$ cat src/rtl/vga_timing_ctrl.sv
// VGA raster timing: col/row scan, active-video qualifier, delayed sync pulses, frame start/count.
// Everything advances only on vgaenable ticks, so a divided pixel rate just stretches the same raster.
module vga_timing_ctrl #(
  parameter int   H_ACTIVE   = 640,
  parameter int   H_FRONT    = 16,
  parameter int   H_SYNC     = 96,
  parameter int   H_BACK     = 48,
  parameter int   V_ACTIVE   = 480,
  parameter int   V_FRONT    = 10,
  parameter int   V_SYNC     = 2,
  parameter int   V_BACK     = 33,
  parameter logic HSYNC_POL  = 1'b0,
  parameter logic VSYNC_POL  = 1'b0,
  parameter int   PIPE_DELAY = 1
) (
  input  logic       vgaclock,
  input  logic       vgareset,
  input  logic       vgaenable,
  output logic [9:0] vgacol,
  output logic [9:0] vgarow,
  output logic       vgavalid,
  output logic       vgahsync,
  output logic       vgavsync,
  output logic       vgaframestart,
  output logic [7:0] vgaframecount
);

  localparam int H_TOTAL = H_ACTIVE + H_FRONT + H_SYNC + H_BACK;
  localparam int V_TOTAL = V_ACTIVE + V_FRONT + V_SYNC + V_BACK;

  // 11-bit bounds so a 1024-wide raster still compares correctly against 10-bit counters
  localparam logic [10:0] HA_END = 11'(H_ACTIVE);
  localparam logic [10:0] HS_BEG = 11'(H_ACTIVE + H_FRONT);
  localparam logic [10:0] HS_END = 11'(H_ACTIVE + H_FRONT + H_SYNC);
  localparam logic [10:0] VA_END = 11'(V_ACTIVE);
  localparam logic [10:0] VS_BEG = 11'(V_ACTIVE + V_FRONT);
  localparam logic [10:0] VS_END = 11'(V_ACTIVE + V_FRONT + V_SYNC);
  localparam logic [9:0]  H_LAST = 10'(H_TOTAL - 1);
  localparam logic [9:0]  V_LAST = 10'(V_TOTAL - 1);

  if (H_TOTAL > 1024 || V_TOTAL > 1024) begin : g_size_err
    $error("vga_timing_ctrl: H_TOTAL/V_TOTAL must not exceed 1024");
  end
  if (PIPE_DELAY < 0 || PIPE_DELAY > 4) begin : g_delay_err
    $error("vga_timing_ctrl: PIPE_DELAY must be in 0..4");
  end

  typedef enum logic [2:0] {S_IDLE, S_HACT, S_HFP, S_HSYNC, S_HBP} state_t;

  state_t      state;
  logic [9:0]  col_nxt;
  logic [9:0]  row_nxt;
  logic        col_wrap;
  logic        row_wrap;
  logic        running;
  logic [10:0] row_x;
  logic        hs_raw;
  logic        vs_raw;
  logic        hs_del;
  logic        vs_del;

  function automatic state_t hphase(input logic [10:0] c);
    if (c < HA_END)      return S_HACT;
    else if (c < HS_BEG) return S_HFP;
    else if (c < HS_END) return S_HSYNC;
    else                 return S_HBP;
  endfunction

  always_comb begin
    col_wrap = (vgacol == H_LAST);
    row_wrap = (vgarow == V_LAST);
    col_nxt  = col_wrap ? 10'd0 : vgacol + 10'd1;
    row_nxt  = row_wrap ? 10'd0 : vgarow + 10'd1;
  end

  // Leaving IDLE keeps the counters at (0,0) so the first pixel is presented as active
  always_ff @(posedge vgaclock) begin
    if (vgareset) begin
      state         <= S_IDLE;
      vgacol        <= '0;
      vgarow        <= '0;
      vgaframecount <= '0;
    end else if (vgaenable) begin
      if (state == S_IDLE) begin
        state <= hphase(11'd0);
      end else begin
        vgacol <= col_nxt;
        state  <= hphase({1'b0, col_nxt});
        if (col_wrap) begin
          vgarow <= row_nxt;
          if (row_wrap) vgaframecount <= vgaframecount + 8'd1;
        end
      end
    end
  end

  assign running       = (state != S_IDLE);
  assign row_x         = {1'b0, vgarow};
  assign vgavalid      = (state == S_HACT) && (row_x < VA_END);
  assign vgaframestart = running && (vgacol == 10'd0) && (vgarow == 10'd0);
  assign hs_raw        = (state == S_HSYNC);
  assign vs_raw        = running && (row_x >= VS_BEG) && (row_x < VS_END);

  // Stages hold the asserted/deasserted flag; polarity is applied only at the pins
  if (PIPE_DELAY == 0) begin : g_nodelay
    assign hs_del = hs_raw;
    assign vs_del = vs_raw;
  end else begin : g_delay
    logic [PIPE_DELAY-1:0] hs_pipe;
    logic [PIPE_DELAY-1:0] vs_pipe;
    always_ff @(posedge vgaclock) begin
      if (vgareset) begin
        hs_pipe <= '0;
        vs_pipe <= '0;
      end else if (vgaenable) begin
        hs_pipe <= (hs_pipe << 1) | PIPE_DELAY'(hs_raw);
        vs_pipe <= (vs_pipe << 1) | PIPE_DELAY'(vs_raw);
      end
    end
    assign hs_del = hs_pipe[PIPE_DELAY-1];
    assign vs_del = vs_pipe[PIPE_DELAY-1];
  end

  assign vgahsync = hs_del ? HSYNC_POL : ~HSYNC_POL;
  assign vgavsync = vs_del ? VSYNC_POL : ~VSYNC_POL;

endmodule

$ cat config.mk
export PLATFORM = sky130hd
export DESIGN_NAME = vga_timing_ctrl
export DESIGN_NICKNAME = d
export VERILOG_FILES = /design/src/rtl/vga_timing_ctrl.sv
export SDC_FILE = /design/constraint.sdc
export NUM_CORES = 1
export LEC_CHECK = 0
export BUFFER_PORTS_ARGS = -buffer_cell sky130_fd_sc_hd__buf_2
export CORE_MARGIN = 2
export CORE_UTILIZATION = 50
export CTS_CLUSTER_DIAMETER = 60
export CTS_CLUSTER_SIZE = 25
export DETAILED_ROUTE_END_ITERATION = 16
export PLACE_DENSITY = 0.75
export REMOVE_ABC_BUFFERS = 1
export SYNTH_ARGS = -nofsm -noshare
export SYNTH_HDL_FRONTEND = slang
export SYNTH_SLANG_ARGS = --single-unit
export TNS_END_PERCENT = 30
$ cat constraint.sdc
create_clock -name vgaclock -period 2.1 [get_ports vgaclock]
set_clock_uncertainty 0.15 [all_clocks]
set_input_delay 0.42 -clock vgaclock [delete_from_list [all_inputs] [get_ports vgaclock]]
set_output_delay 0.42 -clock vgaclock [all_outputs]
set_load 0.03 [all_outputs]
==> results of run 1 <==
[cells in the final DEF (no fill, tap or decap), types with 2 or more instances in the layout]
cell type / synthesis / final
xor2_1: 8 / 8
a21oi_1: 13 / 13
ha_1: 5 / 3
buf_2: 5 / 33
dfxtp_2: 0 / 9
nand4_1: 12 / 12
nor4_2: 4 / 5
nor3_1: 13 / 13
a211o_1: 2 / 2
nor2_1: 29 / 28
inv_2: 0 / 2
o21ai_0: 3 / 3
nand4b_1: 2 / 2
xnor2_1: 14 / 14
nand3_1: 9 / 9
and4_1: 2 / 2
o31a_1: 2 / 2
inv_1: 9 / 7
buf_4: 4 / 24
nand2_1: 16 / 16
and3_1: 6 / 6
a31oi_1: 2 / 2
dfxtp_1: 33 / 24
o21bai_1: 3 / 3
clkbuf_8: 0 / 6
o21ai_1: 2 / 2
nor4_4: 1 / 3
[final cells by class]
cell class,count,area share
repair buffers,59,0.157
inverters,9,0.0141
flip-flops and latches,33,0.280
multi-input cells,172,0.487
well taps,48,0.0251
clock buffers,7,0.0360
[cells in the mapped netlist, drive strengths merged (2+ instances only)]
cell    number  share of area
nand3        9          0.024
xor2         8          0.037
xnor2       14          0.065
clkbuf       5          0.010
nand4       12          0.040
and4         2         0.0093
and3         6          0.020
ha           5          0.033
o21bai       3          0.012
o21ai        5          0.013
nand4b       2         0.0093
o31ai        2          0.011
inv          9          0.018
a21oi       13          0.035
a31oi        2         0.0066
a211o        2         0.0093
buf         10          0.035
nor3        14          0.040
nor4         9          0.051
nand2       16          0.032
or3          2         0.0093
nor2        29          0.058
o31a         2         0.0093
dfxtp       33           0.35
[path summary, 6_finish.rpt]
kind                                                       to  slack [ns]  cells after the start
worst min register to register   g_delay.hs_pipe$_SDFFE_PP0P_        0.32                      2
worst max-delay path                            vgaframestart       -0.01                      4
worst min-delay path                   vgacol[9]$_SDFFE_PP0P_        0.28                      2
worst max register to register  vgaframecount[7]$_SDFFE_PP0P_        0.14                      7
[worst max-delay path: cells and delay by family, from the launching register on]
family	cells	cell delay, ns
flip-flops	1	0.35
AND/OR/NAND/NOR	3	0.69
buffers and inverters	1	0.21
[stage by stage]
step	hold WS (ns)	utilization	std cells	TNS, ns	cell area, µm²
2_1_floorplan	0.289	-	214	-4.83	1800
3_3_place_gp	0.305	0.609	319	0	2210
3_5_place_dp	0.312	0.609	319	0	2210
4_1_cts	0.280	0.638	326	0	2320
5_1_grt	0.299	0.660	328	-0.0903	2400
6_report	0.278	0.660	328	-0.0116	2400
[kinds of logic (layout without fill, tap and decap cells)]
group                    Yosys count  after routing  share of synthesized area
flip-flops                        33             33                      0.351
AND/OR/NAND/NOR                  108            108                      0.320
buffers and inverters             24             75                     0.0631
AO/OA/AOI/OAI                     37             37                      0.131
XOR/XNOR                          22             22                      0.102
adder cells (fa/ha/maj)            5              5                     0.0332
[timing repair]
| item | in CTS | in global routing |
|---|---|---|
| buffers inserted | 0 | 2 |
| hold buffers | 0 | 0 |
| gates resized for setup | 4 | 22 |
| gates cloned | 0 | 0 |
| pin swaps | 1 | 5 |
| endpoints found under the setup margin | 1 | 13 |
[routing by layer]
layer / vias up / share of wire
met3: 6 / 0.058
met4: 0 / 0.015
met5: - / 0
li1: 916 / -
met2: 58 / 0.44
met1: 824 / 0.48
[flip-flops by register name (all words and copies together) (netlist names)]
name	cells
vgacol	10
vgarow	10
vgaframecount	8
state	3
g_delay.hs_pipe	1
g_delay.vs_pipe	1
[power by group]
part	total [mW]	switching (mW)	internal (mW)
Clock	0.483	0.224	0.260
Sequential	0.636	0.00545	0.631
Combinational	0.0859	0.0529	0.0330
==> flow_summary.yaml, run 1 <==
global_route:
  number_of_global_route_vias_before_repair: 1639
  globalRouteTotalUtil: 0.229
  grt_max_degree: 15
  globalRoute.totalOverflow: 0
  grt-busiest-layer: "met2"
  grtUsageMet2: 0.343
  antenna_found_initial: 0
  met3_usage: 0.0514
  grt.met1_usage: 0.322
  global_route_wire_length_before_repair_um: 7490
clock_tree:
  ctsHtreeMaxLevel: 2
  cts-root-buf: "clkbuf_8"
  cts_sinks: 33
  cts_inserted_buffers: 5
  clkSlewWorstSetupHoldPaths_ns: 0.07
  tritoncts: "done"
  clk-insertion-delay-late_ns: 0.29
  max-clock-path-buffers: 2
worst_hold_path:
  min-delay-path-class: "primary input to register"
  worstHoldStart: "vgareset"
floorplanning:
  initial_utilization: 0.518
  design.portCount: 35
  die_x_um: 65.4
  rows: 22
  core_area_um2: 3630
  die_area_um2: 4270
  die_h_um: 65.4
synth:
  synth.lib_cells_used.distinct: 47
  yosysWarnings: 0
  post_synthesis_cell_count: 229
  post_synthesis_sequential_element_count: 33
  dominantRegCellSynth: "dfxtp_1"
  synth_seq_area_share: 0.351
  syn-mean-instance-area_um2: 8.22
  syn_area_um2: 1880
  synth_enable_flop_cells: 0
  async_reset_ff_frac: 0
critical_path:
  critical_path.reg2reg.startpoint: "vgacol[1]$_SDFFE_PP0P_"
  crit_path_slowest_cell: "dfxtp_2"
  timing.critical_path.arrival_ns: 1.54
  worst-endpoint-required_ns: 1.53
  crit_type: "register to output pin"
  launching_element_of_the_worst_setup_path: "vgarow[7]$_SDFFE_PP0P_"
  cpPeakStageDelay_ns: 0.35
  critical_path_peak_fanout: 4
  crit_path_cell_trace: "nor4_4 > nand4_1 > nor4_2 > buf_4"
  worst_setup_path_end_kind: "output pin"
  worstSetupStartpointType: "register"
route:
  remaining_drc_errors: 0
  drt_first_iter_violations: 183
  drt-pass1-iter-count: 5
  wire_per_inst_um: 14.3
  routed-via-count: 1804
  post_drt_via_cell_ratio: 5.50
  antenna_violating_nets_post_route: 0
  postRouteWirelength_um: 4690
final_layout:
  multiInputGateArea_um2: 1170
  n_fill_cell: 305
  num-nets-final: 288
  area_growth_syn_to_layout_pct: 27.3
  drive_gt1_frac: 0.332
  antenna_fix_cells: 0
  regArea_um2: 672
timing:
  period_needed_ns: 2.11
  slew-limit-headroom: 0.618
  maxClockFrequency_ghz: 0.474
  final.period_utilization: 1.01
  setup_viol: 1
  fin_ws_ns: -0.0116
  max_slew.worst_pin.slew_ns: 0.570
  final_hold_fails: 0
  rsz0062_at_grt: "yes"
  final_max_slew_viol_count: 0
power_and_ir_drop:
  totalPowerFinal_mw: 1.21
  power_per_cell_area_nw_per_um2: 503
  worst_vdd_rail_ir_drop_v: 0.000427
  p_leak_nw: 0.960
placement:
  gp_congestion: 0.912
  dpl.hpwl_um: 3250
  placement.io_buffers: 34
  pre_cts_ws_ns: 0.101
job:
  cap_violations: 0
run_status:
  run_status: "complete, but fails checks"
  violations: "setup timing"
Note: power is estimated with default switching activity, not from simulation.
==> run 2, diff against run 1 <==
--- a/config.mk
+++ b/config.mk
@@ -5,13 +5,13 @@
 export SDC_FILE = /design/constraint.sdc
 export NUM_CORES = 1
 export LEC_CHECK = 0
-export BUFFER_PORTS_ARGS = -buffer_cell sky130_fd_sc_hd__buf_2
 export CORE_MARGIN = 2
-export CORE_UTILIZATION = 50
+export CORE_UTILIZATION = 56
 export CTS_CLUSTER_DIAMETER = 60
 export CTS_CLUSTER_SIZE = 25
 export DETAILED_ROUTE_END_ITERATION = 16
-export PLACE_DENSITY = 0.75
+export DONT_BUFFER_PORTS = 1
+export PLACE_DENSITY = 0.73
 export REMOVE_ABC_BUFFERS = 1
 export SYNTH_ARGS = -nofsm -noshare
 export SYNTH_HDL_FRONTEND = slang
==> run 2 against run 1 <==
The flow still finishes with violations (setup timing). Global-route usage grew 3.2 points. Count of clock-buffer cells in the layout unchanged. Non-clock buffer count shrank 21. Power shrank 5.2%. Register-to-register slack lost 0.05 ns. First-iteration DRC count shrank 34%. Sequential share of layout area increased by 0.89 points. Sequential cell count did not move. Critical path type unchanged. Largest cell class unchanged. Highest routed layer unchanged.
==> flow_summary.yaml, run 2 (same netlist as run 1, synthesis figures left out) <==
global_route:
  grt_max_degree: 20
  grtUsageMet2: 0.427
  grt.met1_usage: 0.343
  global_route_wire_length_before_repair_um: 7390
  grt-busiest-layer: "met2"
  globalRoute.totalOverflow: 0
  globalRouteTotalUtil: 0.261
  met3_usage: 0.0704
  antenna_found_initial: 0
  number_of_global_route_vias_before_repair: 1578
final_layout:
  final-instance-count-excl-fill: 306
  num-nets-final: 267
  mostFrequentLayoutCell: "buf_4"
  antenna_fix_cells: 0
  finalInstanceArea_um2: 2330
  mostFrequentLayoutCells: "buf_4, nor2_1, dfxtp_1"
  drive_gt1_frac: 0.304
  largest_registers: "vgacol x10, vgarow x10, vgaframecount x8"
  n_fill_cell: 262
  area_growth_syn_to_layout_pct: 23.9
floorplanning:
  core_area_um2: 3280
  die_h_um: 62.0
  design.portCount: 35
  die_x_um: 62.0
  initial_utilization: 0.573
  die_area_um2: 3840
  rows: 21
worst_hold_path:
  whs_path_depth: 1
  min-delay-path-class: "primary input to register"
  timing.hold.worst_endpoint: "state[1]$_SDFFE_PP0P_"
  worstHoldStart: "vgareset"
timing:
  maxClockFrequency_ghz: 0.469
  final_max_slew_viol_count: 0
  final_hold_fails: 0
  fin_ws_ns: -0.0337
  period_needed_ns: 2.13
  timing.hold.ws_ns: 0.0332
  final.period_utilization: 1.02
  setup_viol: 2
  max_slew.worst_pin.slew_ns: 0.753
  rsz0062_at_grt: "yes"
  fin_setup_tns_ns: -0.0527
  slew-limit-headroom: 0.496
power_and_ir_drop:
  worst_vdd_rail_ir_drop_v: 0.000365
  p_leak_nw: 0.851
  power_per_cell_area_nw_per_um2: 490
route:
  drt_first_iter_violations: 120
  drt-pass1-iter-count: 7
  routed-via-count: 1812
  post_drt_via_cell_ratio: 5.92
  antenna_violating_nets_post_route: 0
  postRouteWirelength_um: 4930
  wire_per_inst_um: 16.1
  remaining_drc_errors: 0
critical_path:
  rrSetupSlack_ns: 0.09
  crit_path_cell_trace: "buf_4 > and3_1 > nand2_1 > and4b_2"
  worst_setup_path_end_kind: "output pin"
  critical_path_peak_fanout: 4
  worst_r2r_endpoint: "vgaframecount[5]$_SDFFE_PP0P_"
  timing.critical_path.arrival_ns: 1.56
  crit_type: "register to output pin"
  cpPeakStageDelay_ns: 0.40
  worstSetupStartpointType: "register"
  reg2reg_depth: 7
  critical_path.reg2reg.startpoint: "vgacol[0]$_SDFFE_PP0P_"
  crit_path_slowest_cell: "dfxtp_1"
  worst-endpoint-required_ns: 1.53
placement:
  placed_cells_incl_taps: 292
  gp_congestion: 0.963
  detailed_place.area_um2: 2100
  dpl.hpwl_um: 3330
  placement.io_buffers: 0
  pre_cts_ws_ns: 0.00420
clock_tree:
  ctsHtreeMaxLevel: 2
  cts_sinks: 33
  clk-insertion-delay-late_ns: 0.33
  clkSlewWorstSetupHoldPaths_ns: 0.10
  cts_inserted_buffers: 5
  tritoncts: "done"
  cts-root-buf: "clkbuf_4"
  max-clock-path-buffers: 2
job:
  cap_violations: 0
run_status:
  violations: "setup timing"
  run_status: "complete, but fails checks"
run 2: per-stage QoR:
step	power (mW)	utilization
5_1_grt	1.18	0.710
4_1_cts	1.14	0.688
2_1_floorplan	0.693	-
3_5_place_dp	0.715	0.638
3_3_place_gp	0.715	0.638
6_report	1.14	0.710
run 2: worst max-delay path: cells and delay by family (launching register included):
family | cells | cell delay (ns)
buffers and inverters | 1 | 0.21
flip-flops | 1 | 0.40
AND/OR/NAND/NOR | 3 | 0.64
run 2: timing repair:
item,in CTS,in global routing
hold buffers,2,1
setup buffers,1,2
pin swaps,2,1
endpoints found under the setup margin,4,18
endpoints found under the hold margin,19,1
resized for setup,21,17
run 2: final cells by class:
type | instances | area, µm² | share of cell area
inverters | 9 | 36.3 | 0.0156
clock buffers | 7 | 65.1 | 0.0279
clock inverters | 1 | 5.00 | 0.00215
multi-input cells | 172 | 1190 | 0.509
repair buffers | 38 | 308 | 0.132
flip-flops and latches | 33 | 674 | 0.289
well taps | 46 | 57.6 | 0.0247
run 2: per-layer routing:
layer  routed length [µm]  vias up
li1                     -      888
met1                 2180      834
met2                 2300       78
met3                  381       12
met4                   70        0
met5                    0        -
run 2: worst max-delay path by stage:
stage | cells past startpoint | end | slack [ns] | from
detailed placement | 7 | vgarow[8]$_SDFFE_PP0P_ | 0.004 | vgacol[1]$_SDFFE_PP0P_
global placement | 6 | state[0]$_SDFFE_PP0P_ | 0.06 | vgacol[0]$_SDFFE_PP0P_
global route | 4 | vgavalid | -0.12 | vgarow[7]$_SDFFE_PP0P_
CTS | 6 | vgaframestart | -0.03 | vgacol[1]$_SDFFE_PP0P_
finish | 4 | vgavalid | -0.03 | vgarow[6]$_SDFFE_PP0P_
floorplan | 2 | vgaframestart | -0.43 | vgacol[5]$_SDFFE_PP0P_
run 2: report_power, final:
group | internal (mW) | leakage, nW | total (mW) | switching [mW]
registers | 0.631 | 0.272 | 0.636 | 0.00568
clock network | 0.194 | 0.0413 | 0.413 | 0.219
logic | 0.0386 | 0.538 | 0.0930 | 0.0544
==> run 3, diff against run 2 <==
--- a/config.mk
+++ b/config.mk
@@ -5,6 +5,7 @@
 export SDC_FILE = /design/constraint.sdc
 export NUM_CORES = 1
 export LEC_CHECK = 0
+export CORE_ASPECT_RATIO = 1.5
 export CORE_MARGIN = 2
 export CORE_UTILIZATION = 56
 export CTS_CLUSTER_DIAMETER = 60
@@ -13,7 +14,8 @@
 export DONT_BUFFER_PORTS = 1
 export PLACE_DENSITY = 0.73
 export REMOVE_ABC_BUFFERS = 1
+export SLEW_MARGIN = 20
 export SYNTH_ARGS = -nofsm -noshare
 export SYNTH_HDL_FRONTEND = slang
 export SYNTH_SLANG_ARGS = --single-unit
-export TNS_END_PERCENT = 30
+export TNS_END_PERCENT = 50
==> run 3 against run 2 <==
The run now ends clean. Critical path depth rose by 2. First-iteration DRC count down 53%. Die area increased by 0.25%. Clock power grew 14%. Power increased by 3.0%. Sequential power about the same. Largest power group unchanged.
==> flow_summary.yaml, run 3 (same netlist as run 1, synthesis figures left out) <==
floorplanning:
  design.portCount: 35
  rows: 25
  die_area_um2: 3850
  die_h_um: 75.0
  core_area_um2: 3190
  die_x_um: 51.3
  initial_utilization: 0.590
route:
  wire_per_inst_um: 17.3
  antenna_violating_nets_post_route: 0
  routed-via-count: 1791
  remaining_drc_errors: 0
  drt-pass1-iter-count: 4
  drt_first_iter_violations: 56
  post_drt_via_cell_ratio: 6.01
  postRouteWirelength_um: 5170
final_layout:
  num-nets-final: 265
  antenna_fix_cells: 0
  drive_gt1_frac: 0.260
  finalInstanceArea_um2: 2280
  mostFrequentLayoutCells: "buf_4, dfxtp_1, nor2_1"
  area_growth_syn_to_layout_pct: 20.9
  post-route-util: 0.713
  mostFrequentLayoutCell: "buf_4"
  n_fill_cell: 264
  largest_registers: "vgacol x10, vgarow x10, vgaframecount x8"
critical_path:
  crit_type: "register to output pin"
  crit_path_slowest_cell: "dfxtp_1"
  cpPeakStageDelay_ns: 0.33
  rrSetupSlack_ns: 0.12
  timing.critical_path.arrival_ns: 1.50
  worst-endpoint-required_ns: 1.53
  critical_path.reg2reg.startpoint: "vgacol[0]$_SDFFE_PP0P_"
  launching_element_of_the_worst_setup_path: "vgacol[1]$_SDFFE_PP0P_"
  worstSetupStartpointType: "register"
  worst_r2r_endpoint: "state[0]$_SDFFE_PP0P_"
  critical_path_peak_fanout: 7
  crit_path_cell_trace: "buf_6 > inv_1 > ha_1 > nand2_1 > nor4_2 > buf_4"
  worst_setup_path_endpoint: "vgaframestart"
  reg2reg_depth: 6
  worst_setup_path_end_kind: "output pin"
clock_tree:
  post_cts_hold_buffer_count: 0
  max-clock-path-buffers: 2
  cts_inserted_buffers: 5
  clkSlewWorstSetupHoldPaths_ns: 0.07
  cts-root-buf: "clkbuf_8"
  clk-insertion-delay-late_ns: 0.29
  tritoncts: "done"
  cts_sinks: 33
  ctsHtreeMaxLevel: 2
worst_hold_path:
  min-delay-path-class: "primary input to register"
  worstHoldStart: "vgareset"
timing:
  final.period_utilization: 0.986
  fin_ws_ns: 0.0292
  max_slew.worst_pin.slew_ns: 0.488
  timing.hold.ws_ns: 0.0429
  rsz0062_at_grt: "yes"
  final_max_slew_viol_count: 0
  period_needed_ns: 2.07
  maxClockFrequency_ghz: 0.483
  setup_viol: 0
  final_hold_fails: 0
  slew-limit-headroom: 0.674
job:
  cap_violations: 0
power_and_ir_drop:
  p_leak_nw: 0.847
  worst_vdd_rail_ir_drop_v: 0.000655
  totalPowerFinal_mw: 1.18
  power_per_cell_area_nw_per_um2: 517
global_route:
  antenna_found_initial: 0
  globalRoute.totalOverflow: 0
  grt_max_degree: 28
  global_route_wire_length_before_repair_um: 8260
  globalRouteTotalUtil: 0.290
  number_of_global_route_vias_before_repair: 1807
placement:
  detailed_place.area_um2: 2110
  placement.io_buffers: 0
  dpl.hpwl_um: 3860
  gp_congestion: 0.859
  pre_cts_ws_ns: -0.166
run_status:
  run_status: "finished, final reports clean"
run 3: cell types whose count changed in the layout (fill, tap and decap cells not counted), sizes merged:
cell / before / now
clkinv: 1 / 2
dlygate4sd3: 3 / 0
buf: 35 / 36
clkinvlp: 0 / 1
clkbuf: 7 / 5
run 3: final cells by class:
| type | count | area, µm² | share of cell area |
|---|---|---|---|
| inverters | 9 | 33.8 | 0.0148 |
| clock buffers | 5 | 68.8 | 0.0302 |
| clock inverters | 3 | 17.5 | 0.00770 |
| well taps | 40 | 50.0 | 0.0220 |
| flip-flops and latches | 33 | 664 | 0.292 |
| multi-input cells | 172 | 1160 | 0.511 |
| repair buffers | 36 | 278 | 0.122 |
run 3: per-layer routing:
| layer | part of all wire | global-route usage |
|---|---|---|
| met4 | 0.030 | 0.135 |
| met2 | 0.54 | 0.553 |
| met5 | 0 | 0 |
| met1 | 0.38 | 0.285 |
| met3 | 0.041 | 0.0833 |
run 3: worst min path at each step:
stage	slack, ns	cells after the start	end
final	0.04	1	vgaframecount[6]$_SDFFE_PP0P_
after global placement	0.30	2	g_delay.hs_pipe$_SDFFE_PP0P_
after CTS	0.04	1	vgaframecount[1]$_SDFFE_PP0P_
after global routing	0.02	1	vgaframecount[2]$_SDFFE_PP0P_
after detailed placement	0.34	2	g_delay.hs_pipe$_SDFFE_PP0P_
after floorplan	0.29	2	g_delay.hs_pipe$_SDFFE_PP0P_
run 3: where the power goes:
part | internal [mW] | switching [mW]
combinational | 0.0274 | 0.0433
clock | 0.229 | 0.242
sequential | 0.630 | 0.00482
total | 0.886 | 0.290
run 3: critical path, delay by kind of cell (launching register included):
family	cells	cell delay [ns]
adders and majority gates	1	0.14
buffers and inverters	3	0.43
and+or+nand+nor	2	0.32
DFF	1	0.33
run 3: timing repair:
item                                    CTS  global route
pin swaps                                 1             1
endpoints found under the setup margin    2            19
gates resized for setup                  10            10
setup buffers                             0             1
run 3: stage by stage:
stage | TNS (ns) | cells
floorplan | -4.83 | 214
global placement | -0.204 | 289
detailed placement | -0.166 | 289
CTS | 0 | 297
global route | -0.0406 | 298
finish | 0 | 298
